===== config.mk =====
export PLATFORM = sky130hd
export DESIGN_NAME = microcode_sequencer
export DESIGN_NICKNAME = d
export VERILOG_FILES = /design/src/rtl/microcode_sequencer.sv
export SDC_FILE = /design/constraint.sdc
export NUM_CORES = 1
export LEC_CHECK = 0
export BUFFER_PORTS_ARGS = -buffer_cell sky130_fd_sc_hd__buf_2
export CAP_MARGIN = 20
export CORE_MARGIN = 5
export CORE_UTILIZATION = 30
export CTS_BUF_LIST = sky130_fd_sc_hd__clkbuf_4 sky130_fd_sc_hd__clkbuf_8
export DETAILED_ROUTE_END_ITERATION = 7
export GPL_ROUTABILITY_DRIVEN = 0
export PLACE_DENSITY = 0.55
export SKIP_CTS_REPAIR_TIMING = 1
export SLEW_MARGIN = 20
export SYNTH_ARGS = -nofsm -noshare
export SYNTH_HDL_FRONTEND = slang
export SYNTH_SLANG_ARGS = --single-unit

===== constraint.sdc =====
create_clock -name clk -period 6.45 [get_ports clk]
set_input_delay 0.9675 -clock clk [delete_from_list [all_inputs] [get_ports clk]]
set_output_delay 0.9675 -clock clk [all_outputs]
set_load 0.1 [all_outputs]

===== src/rtl/microcode_sequencer.sv =====
// microcode_sequencer: walks a per-opcode microprogram held in an external
// synchronous ROM addressed by {opcode, step}. Each ROM word is either a
// micro-op to issue, a wait on a completion flag, a clock halt, or the end
// marker. Optional build macro MICROSEQ_WAIT_TIMEOUT_EN adds a watchdog that
// aborts a WAIT after TIMEOUT_CYCLES cycles without its flag.
module microcode_sequencer #(
    parameter int OPCODE_W       = 8,
    parameter int STEP_W         = 4,
    parameter int TIMEOUT_CYCLES = 1024
) (
    input  logic                         clk,
    input  logic                         rst,
    input  logic                         op_valid,
    input  logic [OPCODE_W-1:0]          opcode,
    output logic                         ready,
    output logic [OPCODE_W+STEP_W-1:0]   rom_addr,
    input  logic [5:0]                   rom_data,
    output logic [5:0]                   uop,
    output logic                         uop_valid,
    input  logic                         mt_done,
    input  logic                         ut_done,
    input  logic                         ft_done,
    input  logic                         dd_done,
    input  logic                         gpu_done,
    output logic                         halted,
    input  logic                         resume,
    output logic                         err
);

    localparam logic [5:0] ENDMICRO   = 6'd0;
    localparam logic [5:0] HLT_CLK    = 6'd32;
    localparam logic [5:0] WAIT_CYCLE = 6'd36;
    localparam logic [5:0] WAIT_MT    = 6'd41;
    localparam logic [5:0] WAIT_UT    = 6'd42;
    localparam logic [5:0] WAIT_FT    = 6'd43;
    localparam logic [5:0] WAIT_DD    = 6'd44;
    localparam logic [5:0] WAIT_GPU   = 6'd45;
    localparam logic [5:0] LAST_UOP   = 6'd46;

    // A zero timeout would make every WAIT abort before it could observe a flag.
    if (TIMEOUT_CYCLES < 1) begin : g_bad_timeout
        $error("TIMEOUT_CYCLES must be at least 1");
    end

    typedef enum logic [2:0] {S_IDLE, S_FETCH, S_DECODE, S_WAIT, S_HALT} state_t;

    state_t              state;
    logic [OPCODE_W-1:0] op_q;
    logic [STEP_W-1:0]   step_q;
    logic [STEP_W-1:0]   step_nxt;
    logic                step_wrap;
    logic [5:0]          wait_kind;
    logic                is_wait;
    logic                flag_hit;

`ifdef MICROSEQ_WAIT_TIMEOUT_EN
    localparam int TO_W = $clog2(TIMEOUT_CYCLES + 1);
    logic [TO_W-1:0] wait_cnt;
`endif

    assign ready     = (state == S_IDLE);
    assign rom_addr  = {op_q, step_q};
    assign step_nxt  = step_q + 1'b1;
    // Advancing from the last step would wrap onto step 0 of the same opcode.
    assign step_wrap = &step_q;

    // Classify the ROM word currently seen in DECODE as a wait kind.
    always_comb begin
        is_wait = 1'b0;
        case (rom_data)
            WAIT_CYCLE, WAIT_MT, WAIT_UT, WAIT_FT, WAIT_DD, WAIT_GPU: is_wait = 1'b1;
            default: is_wait = 1'b0;
        endcase
    end

    // Select the completion flag that releases the latched wait kind.
    always_comb begin
        flag_hit = 1'b0;
        case (wait_kind)
            WAIT_CYCLE: flag_hit = 1'b1;
            WAIT_MT:    flag_hit = mt_done;
            WAIT_UT:    flag_hit = ut_done;
            WAIT_FT:    flag_hit = ft_done;
            WAIT_DD:    flag_hit = dd_done;
            WAIT_GPU:   flag_hit = gpu_done;
            default:    flag_hit = 1'b0;
        endcase
    end

    // Sequencer FSM with registered issue, halt and error outputs.
    always_ff @(posedge clk) begin
        if (rst) begin
            state     <= S_IDLE;
            op_q      <= '0;
            step_q    <= '0;
            wait_kind <= ENDMICRO;
            uop       <= ENDMICRO;
            uop_valid <= 1'b0;
            halted    <= 1'b0;
            err       <= 1'b0;
`ifdef MICROSEQ_WAIT_TIMEOUT_EN
            wait_cnt  <= '0;
`endif
        end else begin
            uop_valid <= 1'b0;
            case (state)
                S_IDLE: begin
                    if (op_valid) begin
                        op_q   <= opcode;
                        step_q <= '0;
                        state  <= S_FETCH;
                    end
                end
                // ROM is reading {op_q, step_q}; its word is valid next cycle.
                S_FETCH: state <= S_DECODE;
                S_DECODE: begin
                    if (rom_data == ENDMICRO) begin
                        state <= S_IDLE;
                    end else if (rom_data == HLT_CLK) begin
                        uop       <= rom_data;
                        uop_valid <= 1'b1;
                        halted    <= 1'b1;
                        state     <= S_HALT;
                    end else if (is_wait) begin
                        wait_kind <= rom_data;
                        state     <= S_WAIT;
`ifdef MICROSEQ_WAIT_TIMEOUT_EN
                        wait_cnt  <= '0;
`endif
                    end else if (rom_data <= LAST_UOP) begin
                        uop       <= rom_data;
                        uop_valid <= 1'b1;
                        state     <= step_wrap ? S_IDLE : S_FETCH;
                        step_q    <= step_wrap ? step_q : step_nxt;
                        if (step_wrap) err <= 1'b1;
                    end else begin
                        // Word outside the micro-op encoding: abort the opcode.
                        err   <= 1'b1;
                        state <= S_IDLE;
                    end
                end
                S_WAIT: begin
                    if (flag_hit) begin
                        state  <= step_wrap ? S_IDLE : S_FETCH;
                        step_q <= step_wrap ? step_q : step_nxt;
                        if (step_wrap) err <= 1'b1;
                    end
`ifdef MICROSEQ_WAIT_TIMEOUT_EN
                    else if (wait_cnt == TO_W'(TIMEOUT_CYCLES - 1)) begin
                        err   <= 1'b1;
                        state <= S_IDLE;
                    end else begin
                        wait_cnt <= wait_cnt + 1'b1;
                    end
`endif
                end
                S_HALT: begin
                    if (resume) begin
                        halted <= 1'b0;
                        state  <= step_wrap ? S_IDLE : S_FETCH;
                        step_q <= step_wrap ? step_q : step_nxt;
                        if (step_wrap) err <= 1'b1;
                    end
                end
                default: state <= S_IDLE;
            endcase
        end
    end

endmodule


==> flow_metrics.tcl, run 1 <==
set metrics [dict create \
    final_layout_size_suffix_gt1_frac 0.279 \
    rr_startpoint "step_q[0]" \
    coreArea_sq_um 4720 \
    fmax_ghz 0.367 \
    p_leak_nw 0.782 \
    synth.distinct_cells 42 \
    htree_levels 2 \
    grt_max_degree 32 \
    start_util 0.311 \
    grt_pass1_wl_mm 5.58 \
    setup-violations-final 0 \
    slew_headroom 0.589 \
    crit_chain "buf_2 > or4_4 > or2_4 > a41oi_4 > nand4b_4 > or4_1 > a21oi_1" \
    grt_setup_unrepaired "false" \
    post-route-period-util 0.423 \
    drt_iter0_markers 60 \
    synthCells 171 \
    wirelength_mm 3.46 \
    yosys_warnings 0 \
    numPortBuffers 44 \
    powerDensity_nw_per_um2 254 \
    cts_buffer_depth 2 \
    critPathCaptureType "register" \
    hold_depth 2 \
    syn_nets 195 \
    worst_pin_slew_ns 0.612 \
    num_antenna_cells 0 \
    clkTransAtPathRegs_ns 0.06 \
    critPathLaunchType "input pin" \
    die_area_sq_um 6400 \
    final_cell_mix "44 x buf_2, 30 x dfxtp_1, 24 x nand2_1, 20 x nor2_1, 16 x a21oi_1" \
    crit_slowest_cell "or4_4" \
    vias 1305 \
    dpl.hpwl_mm 2.58 \
    fin_crit_ns 2.73 \
    syn2layout_area_growth_pct 23.7 \
    seq_area_frac_synth 0.409 \
    final_cell_area_sq_um 1820 \
    fill_cells 492 \
    dpl_cell_area_sq_um 1730 \
    die_y_um 80.0 \
    final_net_count 239 \
    hp-class "register to register" \
    whs_ns 0.449 \
    grt_pass1_vias 1167 \
    track_usage 0.112 \
    multi_input_area_sq_um 810 \
    worst-setup-path-type "input pin to register" \
    worstReg2RegEnd "step_q[3]" \
    cts_tree "yes" \
    seq_area_sq_um 601 \
    viasPerCell 4.63 \
    clock_sinks 30 \
    tns_ns 0 \
    firstDrtPassIters 4 \
    io_pins 45 \
    drc 0 \
    cp.arrival_ns 2.93 \
    cp.required_ns 6.65 \
    status "complete, no violations" \
    wl_per_cell_um 12.3 \
    final_common_cell "buf_2" \
    ff2ff_setup_slack_ns 4.29 \
    cts-root-buf "clkbuf_8" \
    clock_skew_ns 0.00806 \
    num_rows 25 \
    avgSynthCellArea_sq_um 8.59 \
    ir_drop_mv 0.132 \
    cts_made_buffers 5 \
    r2r_cells 7 \
    final-max-slew-violation-count 0 \
    hold_end "op_q[5]" \
    fp.dieW_um 80.0 \
    clk_latency_ns 0.27 \
    worstPathMaxFanout 8 \
    hp-start "op_q[5]" \
    netlist_area_sq_um 1470 \
    ant_nets 0 \
    final_hold_viol_count 0 \
    ys_ff_latch 30 \
    overflow 0 \
    maxCapViolCount 0 \
    crit_path_max_incr_delay_ns 0.54 \
    antenna_found_initial 0 \
]
[layout make-up]
cell class | instances | area share
sequential | 30 | 0.331
clock buffer | 7 | 0.0461
timing repair buffer | 44 | 0.121
inverter | 5 | 0.0103
multi-input combinational | 129 | 0.446
tap | 67 | 0.0461
[cells in the mapped netlist]
cell type,number,share of area
mux2i_1,10,0.068
dfxtp_1,30,0.41
a211oi_1,2,0.010
ha_1,1,0.0085
nand2b_1,4,0.017
a21oi_1,16,0.055
nor2b_1,5,0.021
or4b_1,1,0.0068
o211ai_2,1,0.0085
dlygate4sd1_1,1,0.0060
or4_1,1,0.0051
a2111oi_0,1,0.0060
or4_4,1,0.0077
a41oi_4,1,0.019
nor2_1,20,0.051
mux2_2,2,0.015
and4_2,1,0.0068
inv_1,5,0.013
nand2_1,24,0.061
or3b_1,1,0.0060
nand3b_1,1,0.0051
nand4_1,1,0.0043
and2_1,2,0.0085
a21boi_0,1,0.0051
and2b_2,1,0.0060
clkbuf_2,1,0.0034
and2b_1,2,0.010
nor3_1,4,0.014
nand4b_4,1,0.016
a221oi_1,1,0.0060
a311oi_1,1,0.0060
and3b_1,1,0.0060
a41oi_1,2,0.012
nor3b_1,3,0.015
a31oi_1,3,0.013
or2_4,1,0.0060
or3_1,2,0.0085
o21ai_0,6,0.020
clkbuf_1,4,0.010
o2111ai_1,1,0.0060
buf_6,1,0.0077
nand3_1,3,0.010
[worst max-delay path by stage]
stage	endpoint	start	cells after the start
after global placement	step_q[3]	rom_data[3]	7
after CTS	step_q[3]	rom_data[3]	7
after floorplan	ready	state[0]	2
final	step_q[3]	rom_data[3]	7
after detailed placement	step_q[2]	rom_data[3]	7
after global routing	step_q[3]	rom_data[3]	7
[layer usage]
metal | track usage | wire length (um) | up-vias
li1 | - | - | 691
met3 | 0.0530 | 230 | 0
met2 | 0.152 | 1380 | 37
met4 | 0.0203 | 0 | 0
met5 | 0 | 0 | -
met1 | 0.159 | 1850 | 577
[kinds of logic (layout without fill, tap and decap cells)]
| family | count (synthesis) | in the layout | share of synthesized area |
|---|---|---|---|
| AOI/OAI and AO/OA | 36 | 36 | 0.166 |
| adders and majority gates | 1 | 1 | 0.00852 |
| buffers and inverters | 12 | 56 | 0.0400 |
| DFF | 30 | 30 | 0.409 |
| muxes | 12 | 12 | 0.0835 |
| and+or+nand+nor | 80 | 80 | 0.293 |
[power by group]
group	internal [mW]	total (mW)	leakage, nW	switching, mW
combinational	0.0278	0.116	0.493	0.0881
clock	0.0825	0.146	0.0452	0.0633
sequential	0.193	0.200	0.243	0.00649
total	0.304	0.461	0.782	0.158
[through the flow]
step           total power, mW   util  setup WS [ns]  instances
2_1_floorplan            0.297      -           2.86        171
3_3_place_gp             0.320  0.367           3.47        275
3_5_place_dp             0.321  0.367           3.44        275
4_1_cts                  0.472  0.385           3.74        282
5_1_grt                  0.491  0.385           3.65        282
6_report                 0.461  0.385           3.72        282
[sequential cells by signal, summed over array words and instances (netlist names)]
name,cells
halted,1
uop,6
step_q,4
err,1
op_q,8
wait_kind,6
uop_valid,1
state,3
[worst max-delay path, delay by kind of cell]
family,cells,cell delay (ns)
buffers and inverters,1,0.13
and+or+nand+nor,4,1.48
AOI/OAI and AO/OA,2,0.36
Note: power is estimated with default switching activity, not from simulation.
==> run 2: changes to the inputs <==
Clock period 6.45 ns to 2.7 ns, I/O delays scaled along.
==> run 2 against run 1 <==
Effect of this change: global-route usage grew 0.65 points; first-iteration DRC count shrank 48%; final area grew 1.3%; combinational power grew 140%; core utilization grew 0.50 points; cell count grew 0.71%; flip-flop and latch count is the same; critical path type is now register to register; largest cell class unchanged.
==> flow_metrics.tcl, run 2 (synthesized netlist as in run 1, its figures left out) <==
set metrics [dict create \
    post-route-period-util 0.804 \
    start_util 0.311 \
    num_antenna_cells 0 \
    cp.arrival_ns 2.37 \
    rr_startpoint "step_q[0]" \
    final_cell_mix "44 x buf_2, 30 x dfxtp_1, 24 x nand2_1, 20 x nor2_1, 16 x a21oi_1" \
    cts_buffer_depth 2 \
    grt_setup_unrepaired "false" \
    dpl_cell_area_sq_um 1750 \
    vias 1314 \
    power_mw 1.13 \
    drt_iter0_markers 31 \
    worst-path-buf-inv 0 \
    seq_area_sq_um 601 \
    hp-class "input pin to register" \
    die_area_sq_um 6400 \
    num_rows 25 \
    ff2ff_setup_slack_ns 0.53 \
    worst-setup-path-type "register to register" \
    worst_pin_slew_ns 0.659 \
    die_y_um 80.0 \
    drc 0 \
    hold_end "op_q[6]" \
    grt_pass1_wl_mm 5.98 \
    grt_pass1_vias 1292 \
    syn2layout_area_growth_pct 25.3 \
    cpMostUsedCell "a21oi_1" \
    fin_crit_ns 2.17 \
    cts-root-buf "clkbuf_8" \
    hold_depth 3 \
    final-max-slew-violation-count 0 \
    p_leak_nw 0.795 \
    cts_tree "yes" \
    setup-violations-final 0 \
    powerDensity_nw_per_um2 614 \
    ant_nets 0 \
    setup_ws_ns 0.530 \
    largest_reg_flops 8 \
    hp-start "opcode[6]" \
    clkTransAtPathRegs_ns 0.06 \
    tns_ns 0 \
    worstPathMaxFanout 8 \
    crit_path_max_incr_delay_ns 0.50 \
    r2r_cells 7 \
    worstReg2RegEnd "step_q[3]" \
    whs_ns 0.366 \
    critPathLaunchType "register" \
    numPortBuffers 44 \
    wirelength_mm 3.50 \
    top_register "op_q" \
    coreArea_sq_um 4720 \
    grt_max_degree 32 \
    startpoint "step_q[0]" \
    dp_slack_ns 0.259 \
    htree_levels 2 \
    placed_cells 276 \
    overflow 0 \
    crit_slowest_cell "or4_1" \
    maxCapViolCount 0 \
    wl_per_cell_um 12.3 \
    track_usage 0.118 \
    status "complete, no violations" \
    final_net_count 240 \
    cts_made_buffers 5 \
    crit_chain "ha_1 > a41oi_1 > a21oi_1 > a311oi_1 > nand4b_4 > or4_1 > a21oi_1" \
    fp.dieW_um 80.0 \
    final_cell_area_sq_um 1840 \
    clk_latency_ns 0.27 \
    dpl.hpwl_mm 2.60 \
    viasPerCell 4.63 \
    cp.required_ns 2.90 \
    critPathTopFamily "compound AO/OA/AOI/OAI gates" \
    io_pins 45 \
    multi_input_area_sq_um 815 \
    stdcell_count 284 \
    final_common_cell "buf_2" \
    final_hold_viol_count 0 \
    fill_cells 499 \
    critPathCaptureType "register" \
    firstDrtPassIters 4 \
    clock_skew_ns 0.00163 \
    slew_headroom 0.558 \
    ir_drop_mv 0.388 \
    clock_sinks 30 \
    largestRegisters "op_q x8, uop x6, wait_kind x6" \
    fmax_ghz 0.461 \
    utilization 0.390 \
    antenna_found_initial 0 \
    final_layout_size_suffix_gt1_frac 0.290 \
]
[run 2: changes by cell type in the layout (fill, tap and decap cells not counted), sizes merged]
cell	previous run	this run
buf	44	45
clkinv	0	1
[run 2: worst max-delay path by stage]
stage,to,cells past startpoint,slack (ns)
3_5_place_dp,step_q[2],7,0.26
2_1_floorplan,step_q[3],7,0.19
6_report,step_q[3],7,0.53
3_3_place_gp,step_q[3],7,0.28
4_1_cts,step_q[2],7,0.51
5_1_grt,step_q[3],7,0.31
[run 2: metal layers]
metal | wire [um] | vias up | global-route usage | share of wire
met3 | 249 | 2 | 0.0519 | 0.071
met4 | 18 | 0 | 0.0203 | 0.0051
li1 | - | 695 | - | -
met1 | 1790 | 580 | 0.165 | 0.51
met5 | 0 | - | 0 | 0
met2 | 1440 | 37 | 0.169 | 0.41
[run 2: cell type report]
| cell class | count | area share |
|---|---|---|
| inverter | 5 | 0.0102 |
| multi-input combinational | 129 | 0.443 |
| tap | 67 | 0.0455 |
| timing repair buffer | 45 | 0.124 |
| clock inverter | 1 | 0.00272 |
| sequential | 30 | 0.326 |
| clock buffer | 7 | 0.0489 |
[run 2: worst min-delay path, delay by kind of cell]
| kind | cells | cell delay [ns] |
|---|---|---|
| buffers and inverters | 1 | 0.09 |
| AND/OR/NAND/NOR | 1 | 0.05 |
| AO/OA/AOI/OAI | 1 | 0.05 |
[run 2: where the power goes]
part,total (mW),switching [mW],internal [mW],leakage (nW)
Clock,0.377,0.162,0.215,0.0517
Sequential,0.477,0.0155,0.461,0.243
Combinational,0.277,0.210,0.0671,0.500
